$ cat config.mk
export PLATFORM = sky130hd
export DESIGN_NAME = cdb_arbiter_flat
export DESIGN_NICKNAME = d
export VERILOG_FILES = /design/src/rtl/cpu_pkg.sv /design/src/rtl/cdb_arbiter_if.sv /design/src/rtl/cdb_fifo.sv /design/src/rtl/cdb_arbiter.sv /design/src/flat_wrapper.sv
export SDC_FILE = /design/constraint.sdc
export NUM_CORES = 1
export LEC_CHECK = 0
export ABC_AREA = 1
export CAP_MARGIN = 10
export CELL_PAD_IN_SITES_DETAIL_PLACEMENT = 2
export CELL_PAD_IN_SITES_GLOBAL_PLACEMENT = 2
export CORE_MARGIN = 2
export CORE_UTILIZATION = 36
export CTS_CLUSTER_DIAMETER = 80
export DETAILED_ROUTE_END_ITERATION = 7
export HOLD_SLACK_MARGIN = 0.15
export PLACE_DENSITY = 0.81
export SYNTH_ARGS = -nofsm -noshare
export SYNTH_HDL_FRONTEND = slang
export SYNTH_SLANG_ARGS = --single-unit
$ cat constraint.sdc
create_clock -name clk -period 4.1 [get_ports clk]
set_input_delay 0.615 -clock clk [delete_from_list [all_inputs] [get_ports clk]]
set_output_delay 0.615 -clock clk [all_outputs]
set_load 0.005 [all_outputs]
$ cat src/rtl/cpu_pkg.sv
// cpu_pkg: shared widths, RS tag encodings, CDB entry type and round-robin helper
// Used by: cdb_fifo, cdb_arbiter_if, cdb_arbiter
package cpu_pkg;
  localparam int DATA_W = 64;
  localparam int ROB_TAG_W = 2;
  localparam int RS_TAG_W = 4;
  localparam logic [RS_TAG_W-1:0] notag = 4'd0;
  localparam logic [RS_TAG_W-1:0] add_1 = 4'd1;
  localparam logic [RS_TAG_W-1:0] add_2 = 4'd2;
  localparam logic [RS_TAG_W-1:0] add_3 = 4'd3;
  localparam logic [RS_TAG_W-1:0] mult_1 = 4'd4;
  localparam logic [RS_TAG_W-1:0] mult_2 = 4'd5;
  localparam logic [RS_TAG_W-1:0] ld_1 = 4'd6;
  localparam logic [RS_TAG_W-1:0] ld_2 = 4'd7;
  localparam logic [RS_TAG_W-1:0] ld_3 = 4'd8;
  localparam logic [RS_TAG_W-1:0] st_1 = 4'd9;
  localparam logic [RS_TAG_W-1:0] st_2 = 4'd10;
  typedef struct packed {
    logic [ROB_TAG_W-1:0] rob_id;
    logic [RS_TAG_W-1:0] rs_tag;
    logic [DATA_W-1:0] data;
    logic taken;
  } cdb_entry;
  function automatic logic [1:0] rr_next(input logic [1:0] p);
    return p == 2'd2 ? 2'd0 : p + 2'd1;
  endfunction
endpackage

$ cat src/rtl/cdb_arbiter_if.sv
// cdb_arbiter_if: result handshakes from adder/multiplier/load unit plus the CDB broadcast
// master: execution units and ROB/RS side; slave: the arbiter
interface cdb_arbiter_if;
  import cpu_pkg::*;
  logic flush;
  logic add_valid, mul_valid, ld_valid;
  logic add_ready, mul_ready, ld_ready;
  logic [ROB_TAG_W-1:0] add_rob_id, mul_rob_id, ld_rob_id;
  logic [RS_TAG_W-1:0] add_rs_tag, mul_rs_tag, ld_rs_tag;
  logic [DATA_W-1:0] add_data, mul_data, ld_data;
  logic add_taken;
  logic cdb_valid;
  logic [ROB_TAG_W-1:0] cdb_rob_dest;
  logic [RS_TAG_W-1:0] cdb_rs_tag;
  logic [DATA_W-1:0] cdb_data;
  logic cdb_taken;
  modport master (
    output flush, add_valid, mul_valid, ld_valid, add_rob_id, mul_rob_id, ld_rob_id,
           add_rs_tag, mul_rs_tag, ld_rs_tag, add_data, mul_data, ld_data, add_taken,
    input  add_ready, mul_ready, ld_ready, cdb_valid, cdb_rob_dest, cdb_rs_tag, cdb_data, cdb_taken
  );
  modport slave (
    input  flush, add_valid, mul_valid, ld_valid, add_rob_id, mul_rob_id, ld_rob_id,
           add_rs_tag, mul_rs_tag, ld_rs_tag, add_data, mul_data, ld_data, add_taken,
    output add_ready, mul_ready, ld_ready, cdb_valid, cdb_rob_dest, cdb_rs_tag, cdb_data, cdb_taken
  );
endinterface

$ cat src/rtl/cdb_fifo.sv
// cdb_fifo: DEPTH-entry skid FIFO of cdb_entry with synchronous flush
// Ports: clk, rst (async), flush, push/din, pop/dout, count, full, empty
module cdb_fifo import cpu_pkg::*; #(
  parameter int DEPTH = 2,
  localparam int CW = $clog2(DEPTH + 1),
  localparam int AW = $clog2(DEPTH)
) (
  input  logic clk,
  input  logic rst,
  input  logic flush,
  input  logic push,
  input  logic pop,
  input  cdb_entry din,
  output cdb_entry dout,
  output logic [CW-1:0] count,
  output logic full,
  output logic empty
);
  cdb_entry mem [DEPTH];
  logic [AW-1:0] rd, wr;
  logic do_push, do_pop;
  assign full = count == CW'(DEPTH);
  assign empty = count == '0;
  // full is judged on the registered count, so a full FIFO refuses a push even while popping
  assign do_push = push & ~full & ~flush;
  assign do_pop = pop & ~empty & ~flush;
  assign dout = mem[rd];
  always_ff @(posedge clk)
    if (do_push) mem[wr] <= din;
  always_ff @(posedge clk or posedge rst)
    if (rst) begin
      rd <= '0;
      wr <= '0;
      count <= '0;
    end else if (flush) begin
      rd <= '0;
      wr <= '0;
      count <= '0;
    end else begin
      wr <= wr + AW'(do_push);
      rd <= rd + AW'(do_pop);
      count <= count + CW'(do_push) - CW'(do_pop);
    end
endmodule

$ cat src/rtl/cdb_arbiter.sv
// cdb_arbiter: round-robin arbitration of adder/multiplier/load results onto the registered CDB
// Ports: clk, rst (async), bus (cdb_arbiter_if.slave: unit handshakes, flush, cdb_* outputs)
module cdb_arbiter #(
  parameter int FIFO_DEPTH = 2
) (
  input logic clk,
  input logic rst,
  cdb_arbiter_if.slave bus
);
  import cpu_pkg::*;
  localparam int CW = $clog2(FIFO_DEPTH + 1);
  cdb_entry din [3];
  cdb_entry dout [3];
  cdb_entry cdb_q;
  logic [CW-1:0] cnt [3];
  logic [2:0] vld, full, empty, req, pop;
  logic [1:0] ptr, win;
  logic any, cdb_v;
  assign vld = {bus.ld_valid, bus.mul_valid, bus.add_valid};
  assign din[0] = '{rob_id: bus.add_rob_id, rs_tag: bus.add_rs_tag, data: bus.add_data, taken: bus.add_taken};
  assign din[1] = '{rob_id: bus.mul_rob_id, rs_tag: bus.mul_rs_tag, data: bus.mul_data, taken: 1'b0};
  assign din[2] = '{rob_id: bus.ld_rob_id, rs_tag: bus.ld_rs_tag, data: bus.ld_data, taken: 1'b0};
  for (genvar i = 0; i < 3; i++) begin : g_src
    cdb_fifo #(.DEPTH(FIFO_DEPTH)) u_fifo (
      .clk, .rst, .flush(bus.flush), .push(vld[i] & ~full[i]), .pop(pop[i]),
      .din(din[i]), .dout(dout[i]), .count(cnt[i]), .full(full[i]), .empty(empty[i])
    );
  end
  assign bus.add_ready = cnt[0] < CW'(FIFO_DEPTH);
  assign bus.mul_ready = cnt[1] < CW'(FIFO_DEPTH);
  assign bus.ld_ready = cnt[2] < CW'(FIFO_DEPTH);
  // only entries already stored at cycle start compete, so a fresh push waits one cycle
  assign req = ~empty;
  always_comb begin
    win = ptr == 2'd0 ? (req[0] ? 2'd0 : req[1] ? 2'd1 : 2'd2) :
          ptr == 2'd1 ? (req[1] ? 2'd1 : req[2] ? 2'd2 : 2'd0) :
                        (req[2] ? 2'd2 : req[0] ? 2'd0 : 2'd1);
    any = |req & ~bus.flush;
    pop = any ? 3'b001 << win : 3'b000;
  end
  always_ff @(posedge clk or posedge rst)
    if (rst) begin
      ptr <= '0;
      cdb_v <= 1'b0;
      cdb_q <= '0;
    end else begin
      cdb_v <= any;
      if (bus.flush) ptr <= '0;
      else if (any) begin
        ptr <= rr_next(win);
        cdb_q <= dout[win];
      end
    end
  assign bus.cdb_valid = cdb_v;
  assign bus.cdb_rob_dest = cdb_q.rob_id;
  assign bus.cdb_rs_tag = cdb_q.rs_tag;
  assign bus.cdb_data = cdb_q.data;
  assign bus.cdb_taken = cdb_q.taken;
endmodule

$ cat src/flat_wrapper.sv
// flat-port wrapper written by rule: the top's interface ports become plain ports
module cdb_arbiter_flat import cpu_pkg::*;
#(
  parameter int FIFO_DEPTH = 2
)
  (clk, rst, bus_flush, bus_add_valid, bus_mul_valid, bus_ld_valid, bus_add_rob_id, bus_mul_rob_id, bus_ld_rob_id, bus_add_rs_tag, bus_mul_rs_tag, bus_ld_rs_tag, bus_add_data, bus_mul_data, bus_ld_data, bus_add_taken, bus_add_ready, bus_mul_ready, bus_ld_ready, bus_cdb_valid, bus_cdb_rob_dest, bus_cdb_rs_tag, bus_cdb_data, bus_cdb_taken);
  cdb_arbiter_if bus_i ();
  input logic clk;
  input logic rst;
  input wire logic [$bits(bus_i.flush)-1:0] bus_flush;
  input wire logic [$bits(bus_i.add_valid)-1:0] bus_add_valid;
  input wire logic [$bits(bus_i.mul_valid)-1:0] bus_mul_valid;
  input wire logic [$bits(bus_i.ld_valid)-1:0] bus_ld_valid;
  input wire logic [$bits(bus_i.add_rob_id)-1:0] bus_add_rob_id;
  input wire logic [$bits(bus_i.mul_rob_id)-1:0] bus_mul_rob_id;
  input wire logic [$bits(bus_i.ld_rob_id)-1:0] bus_ld_rob_id;
  input wire logic [$bits(bus_i.add_rs_tag)-1:0] bus_add_rs_tag;
  input wire logic [$bits(bus_i.mul_rs_tag)-1:0] bus_mul_rs_tag;
  input wire logic [$bits(bus_i.ld_rs_tag)-1:0] bus_ld_rs_tag;
  input wire logic [$bits(bus_i.add_data)-1:0] bus_add_data;
  input wire logic [$bits(bus_i.mul_data)-1:0] bus_mul_data;
  input wire logic [$bits(bus_i.ld_data)-1:0] bus_ld_data;
  input wire logic [$bits(bus_i.add_taken)-1:0] bus_add_taken;
  output wire logic [$bits(bus_i.add_ready)-1:0] bus_add_ready;
  output wire logic [$bits(bus_i.mul_ready)-1:0] bus_mul_ready;
  output wire logic [$bits(bus_i.ld_ready)-1:0] bus_ld_ready;
  output wire logic [$bits(bus_i.cdb_valid)-1:0] bus_cdb_valid;
  output wire logic [$bits(bus_i.cdb_rob_dest)-1:0] bus_cdb_rob_dest;
  output wire logic [$bits(bus_i.cdb_rs_tag)-1:0] bus_cdb_rs_tag;
  output wire logic [$bits(bus_i.cdb_data)-1:0] bus_cdb_data;
  output wire logic [$bits(bus_i.cdb_taken)-1:0] bus_cdb_taken;
  assign bus_i.flush = bus_flush;
  assign bus_i.add_valid = bus_add_valid;
  assign bus_i.mul_valid = bus_mul_valid;
  assign bus_i.ld_valid = bus_ld_valid;
  assign bus_i.add_rob_id = bus_add_rob_id;
  assign bus_i.mul_rob_id = bus_mul_rob_id;
  assign bus_i.ld_rob_id = bus_ld_rob_id;
  assign bus_i.add_rs_tag = bus_add_rs_tag;
  assign bus_i.mul_rs_tag = bus_mul_rs_tag;
  assign bus_i.ld_rs_tag = bus_ld_rs_tag;
  assign bus_i.add_data = bus_add_data;
  assign bus_i.mul_data = bus_mul_data;
  assign bus_i.ld_data = bus_ld_data;
  assign bus_i.add_taken = bus_add_taken;
  assign bus_add_ready = bus_i.add_ready;
  assign bus_mul_ready = bus_i.mul_ready;
  assign bus_ld_ready = bus_i.ld_ready;
  assign bus_cdb_valid = bus_i.cdb_valid;
  assign bus_cdb_rob_dest = bus_i.cdb_rob_dest;
  assign bus_cdb_rs_tag = bus_i.cdb_rs_tag;
  assign bus_cdb_data = bus_i.cdb_data;
  assign bus_cdb_taken = bus_i.cdb_taken;
  cdb_arbiter #(.FIFO_DEPTH(FIFO_DEPTH)) u_core (.clk(clk), .rst(rst), .bus(bus_i));
endmodule
==> impl_table.tex <==
\begin{tabular}{lr}
\hline
Metric & Value \\
\hline
\multicolumn{2}{l}{\textbf{Global route}} \\
Global routing usage summed across all routing layers & 0.249 \\
Vias in the first global route & approximately 17,000 \\
Global-route congestion overflow total & 0 \\
Peak-usage layer in the global routing report & met2 \\
Wire length of the first global-routing pass & around 110,000 um \\
Antenna violations before repair & 14 \\
Pin count of the biggest net entering global routing & 72 \\
Met3 routing resource usage after global routing & 0.0368 \\
Met1 Use GR & 0.299 \\
Met2 layer usage reported by global route & 0.446 \\
\multicolumn{2}{l}{\textbf{Setup path}} \\
Type of the setup path with the least slack & reg2reg \\
Startpoint Class & flop \\
Chain of cells forming the critical path & inv\_1, nand2\_1, nand2\_1, nor2\_1, nor2\_2, nand3\_2, inv\_2, buf\_4, nand2\_1, nand3\_1 \\
Data required time at the worst endpoint & between 4 and 5 ns \\
CP Data Arrival Time & around 3.5 ns \\
Slowest cell delay on critical path & just under 0.6 ns \\
CP max stage cell & sky130\_fd\_sc\_hd\_\_buf\_4 \\
Cell mode on critical path & sky130\_fd\_sc\_hd\_\_nand2\_1 \\
Nature of the critical path endpoint & flop \\
Worst reg-to-reg path cell count & 10 \\
Maximum net fanout on the critical path & 61 \\
\multicolumn{2}{l}{\textbf{Route}} \\
Residual DRC & 0 \\
Routed wirelength normalized by instance count & roughly 25 um \\
Via density per instance & 4.98 \\
Antenna Violating Nets Remaining & 0 \\
Number of design-rule violations left by the first detailed-router iteration & 881 \\
Count of vias placed by the detailed router & between 10,000 and 15,000 \\
DRT Pass-1 Iters & 4 \\
Post-detailed-routing wire length & about 70,000 um \\
\multicolumn{2}{l}{\textbf{Timing}} \\
Final worst clock skew & around 0.023 ns \\
Slew Viols, Final & 0 \\
Max\_slew headroom & 0.260 \\
Fmax & around 0.34 GHz \\
Count of final setup violators & 0 \\
Final Hold Fails & 0 \\
Final worst-path cycle share & 0.712 \\
Hold slack & 0.394 ns \\
RSZ-0062 raised after global routing & false \\
Final Worst Setup Slack & $\sim$1.2 ns \\
TNS Setup & 0 ns \\
Final critical delay including setup and external delays & just under 3 ns \\
Worst Tran Pin Value & 1.11 ns \\
\multicolumn{2}{l}{\textbf{Logic synthesis}} \\
Share of the synthesized area in the top cell type & 0.629 \\
Synth top area cells & sky130\_fd\_sc\_hd\_\_edfxtp\_1 63\%, sky130\_fd\_sc\_hd\_\_nand2\_1 19\%, sky130\_fd\_sc\_hd\_\_dfrtp\_1 11\%, sky130\_fd\_sc\_hd\_\_nand3\_1 2.1\%, sky130\_fd\_sc\_hd\_\_clkbuf\_1 1.0\% \\
Cells after Synth & 1,818 \\
Count of distinct cell types in the synthesized netlist & 26 \\
Netlist Area Pre-Place & 20,200 um2 \\
Register area share after synthesis & 0.735 \\
Leading area contributor after synthesis & sky130\_fd\_sc\_hd\_\_edfxtp\_1 \\
Post-synthesis register bit count & roughly 510 \\
Warnings, synthesis & 0 \\
Mapped Avg Cell Area & $\sim$11 um2 \\
Post-synth net total & about 2,000 \\
\multicolumn{2}{l}{\textbf{Pwr}} \\
Leakage & about 10 nW \\
Net Switching & roughly 6.4 mW \\
Power per Cell Area & approximately 680 nW/um2 \\
Post-route total power & 17.3 mW \\
Maximum ir drop on the vdd rail & between 0.3 and 0.4 mV \\
Relative contribution of combinational cells to total power & 0.336 \\
Sequential fraction of design power & 0.395 \\
Internal power contribution & approximately 11 mW \\
Sw frac & 0.371 \\
Portion of total power attributed to the clock network & 0.269 \\
\multicolumn{2}{l}{\textbf{CTS}} \\
PostCTS Resize Cnt & 0 \\
Maximum buffer depth of the clock tree & 3 \\
Reg clk slew, reported paths & roughly 0.060 ns \\
Inserted Clock Buffers & between 50 and 60 \\
Clock tree from TritonCTS & done \\
Total number of clock tree sinks & a little over 500 \\
Count of buffers added by post-CTS timing repair for setup & 0 \\
Quantity of hold-fixing buffers added after cts & 0 \\
Number of levels in the clock H-tree & 2 \\
Source-to-sink clock delay at the later pin of the worst-skew pair & 0.62 ns \\
Clock Tree Root & sky130\_fd\_sc\_hd\_\_clkbuf\_16 \\
\multicolumn{2}{l}{\textbf{Floorplan}} \\
Effective utilization at floorplan & 0.365 \\
Die boundary height & roughly 240 um \\
Die W & $\sim$240 um \\
Number of rows created at floorplan & 86 \\
DIE AREA & roughly 58,000 um2 \\
I/O pin count & a little under 300 \\
Area of the core & approximately 55,000 um2 \\
\multicolumn{2}{l}{\textbf{Flow run}} \\
Maximum Capacitance Violations & 0 \\
\multicolumn{2}{l}{\textbf{Layout}} \\
Fraction of final layout cells sized beyond drive strength 1 & 0.0545 \\
Area overhead of the layout relative to synthesis & 27.2\% \\
Share of the core filled with cells & 0.465 \\
Count of nets after finishing & approximately 2,300 \\
Post-route non-filler standard cell count & around 2,900 \\
Post-route cell area & around 26,000 um2 \\
\multicolumn{2}{l}{\textbf{Place}} \\
Placement Cell Area & roughly 24,000 um2 \\
Number of port buffers & 291 \\
Routability-driven placement congestion ratio & slightly below 0.8 \\
Post-Place Setup Slack & $\sim$0.78 ns \\
Placed cell count & about 2,800 \\
HPWL after detailed placement & between 40,000 and 50,000 um \\
\multicolumn{2}{l}{\textbf{Worst hold path}} \\
Worst hold-check path type & in2async \\
\multicolumn{2}{l}{\textbf{Outcome}} \\
Result of the run & completed \\
\hline
\end{tabular}
worst paths after layout:
path,from,endpoint,slack (ns)
setup / recovery,u_core.g_src[2].u_fifo.count[1]$_DFF_PP0_,u_core.bus.cdb_data[24]$_DFFE_PP0P_,1.18
hold / removal,rst,u_core.bus.cdb_data[41]$_DFFE_PP0P_,0.39
setup reg to reg,u_core.g_src[2].u_fifo.count[1]$_DFF_PP0_,u_core.bus.cdb_data[24]$_DFFE_PP0P_,1.18
hold reg to reg,u_core.bus.cdb_data[8]$_DFFE_PP0P_,u_core.bus.cdb_data[8]$_DFFE_PP0P_,0.51
max in group asynchronous,rst,u_core.bus.cdb_data[11]$_DFFE_PP0P_,2.79
min in group clk,u_core.bus.cdb_data[8]$_DFFE_PP0P_,u_core.bus.cdb_data[8]$_DFFE_PP0P_,0.51
power groups by stage:
stage | logic (mW) | registers (mW) | clock network (mW)
2_1_floorplan | 3.24 | 6.71 | 0
3_3_place_gp | 5.40 | 6.88 | 0
3_5_place_dp | 5.79 | 6.92 | 0
4_1_cts | 5.93 | 6.84 | 4.73
5_1_grt | 6.45 | 6.89 | 4.93
6_report | 5.82 | 6.84 | 4.67
registers in the layout, summed over array words and instances (netlist names):
register	flops
u_core.bus.cdb_data	64
u_core.bus.cdb_rob_dest	2
u_core.bus.cdb_rs_tag	4
u_core.bus.cdb_taken	1
u_core.bus.cdb_valid	1
u_core.g_src.u_fifo.count	6
u_core.g_src.u_fifo.mem	422
u_core.g_src.u_fifo.rd	3
u_core.g_src.u_fifo.wr	3
u_core.ptr	2
cell families (layout without fill, tap and decap cells):
| kind of cell | Yosys count | after routing | share of synthesized area |
|---|---|---|---|
| muxes | 1 | 1 | 0.000497 |
| buffers and inverters | 121 | 451 | 0.0272 |
| xor gates and xnor gates | 6 | 6 | 0.00261 |
| AOI/OAI and AO/OA | 15 | 15 | 0.00441 |
| other | 0 | 11 | 0 |
| adders and majority gates | 12 | 12 | 0.00745 |
| and+or+nand+nor | 1155 | 1155 | 0.222 |
| DFF | 508 | 508 | 0.735 |
layout make-up:
| class | count | area [um2] |
|---|---|---|
| fill | 5553 | 29500 |
| sequential | 508 | 14800 |
| multi-input combinational | 1189 | 4870 |
| timing repair buffer | 316 | 3200 |
| clock buffer | 78 | 1470 |
| tap | 748 | 936 |
| clock inverter | 19 | 159 |
| inverter | 38 | 150 |
| antenna | 11 | 27.5 |
cell usage after synthesis, drive strengths merged:
cell       n
edfxtp   422
nor3       4
clkbuf    54
o21ai      4
ha        12
nor2      27
xor2       3
o31ai      1
or2        9
mux2i      1
xnor2      3
nand2   1031
buf       29
a21oi     10
inv       38
nand3     84
dfrtp     86
placed cells by master, fill, tap and decap left out, types with 3 or more instances in the layout:
cell                                 n
sky130_fd_sc_hd__xor2_1              3
sky130_fd_sc_hd__clkbuf_8            5
sky130_fd_sc_hd__a21oi_1            10
sky130_fd_sc_hd__clkbuf_1           20
sky130_fd_sc_hd__ha_4                6
sky130_fd_sc_hd__edfxtp_1          422
sky130_fd_sc_hd__clkinv_1            9
sky130_fd_sc_hd__nand2_1          1029
sky130_fd_sc_hd__xnor2_1             3
sky130_fd_sc_hd__dfrtp_4             3
sky130_fd_sc_hd__clkbuf_16          53
sky130_fd_sc_hd__nor2_2              4
sky130_fd_sc_hd__diode_2            11
sky130_fd_sc_hd__clkinv_2            8
sky130_fd_sc_hd__or2_0               8
sky130_fd_sc_hd__o21ai_0             3
sky130_fd_sc_hd__clkdlybuf4s50_1   291
sky130_fd_sc_hd__nand3_1            83
sky130_fd_sc_hd__nor2_1             23
sky130_fd_sc_hd__dfrtp_1            83
sky130_fd_sc_hd__inv_1              32
sky130_fd_sc_hd__buf_4              17
sky130_fd_sc_hd__nor3_1              4
sky130_fd_sc_hd__ha_1                6
sky130_fd_sc_hd__buf_12              8
routing by layer:
| layer | wire length (um) | share of wire | up-vias |
|---|---|---|---|
| met1 | 28500 | 0.40 | 7474 |
| met2 | 37900 | 0.53 | 365 |
| met4 | 2070 | 0.029 | 4 |
| met5 | 23 | 0.00032 | - |
| met3 | 2900 | 0.041 | 112 |
| li1 | - | - | 6529 |
worst max-delay path, delay by kind of cell, from the launching register on:
family	cells	cell delay (ns)
buf+inv	3	0.82
flops	1	0.40
simple gates	7	1.48
Power figures use the tool's default switching activity.
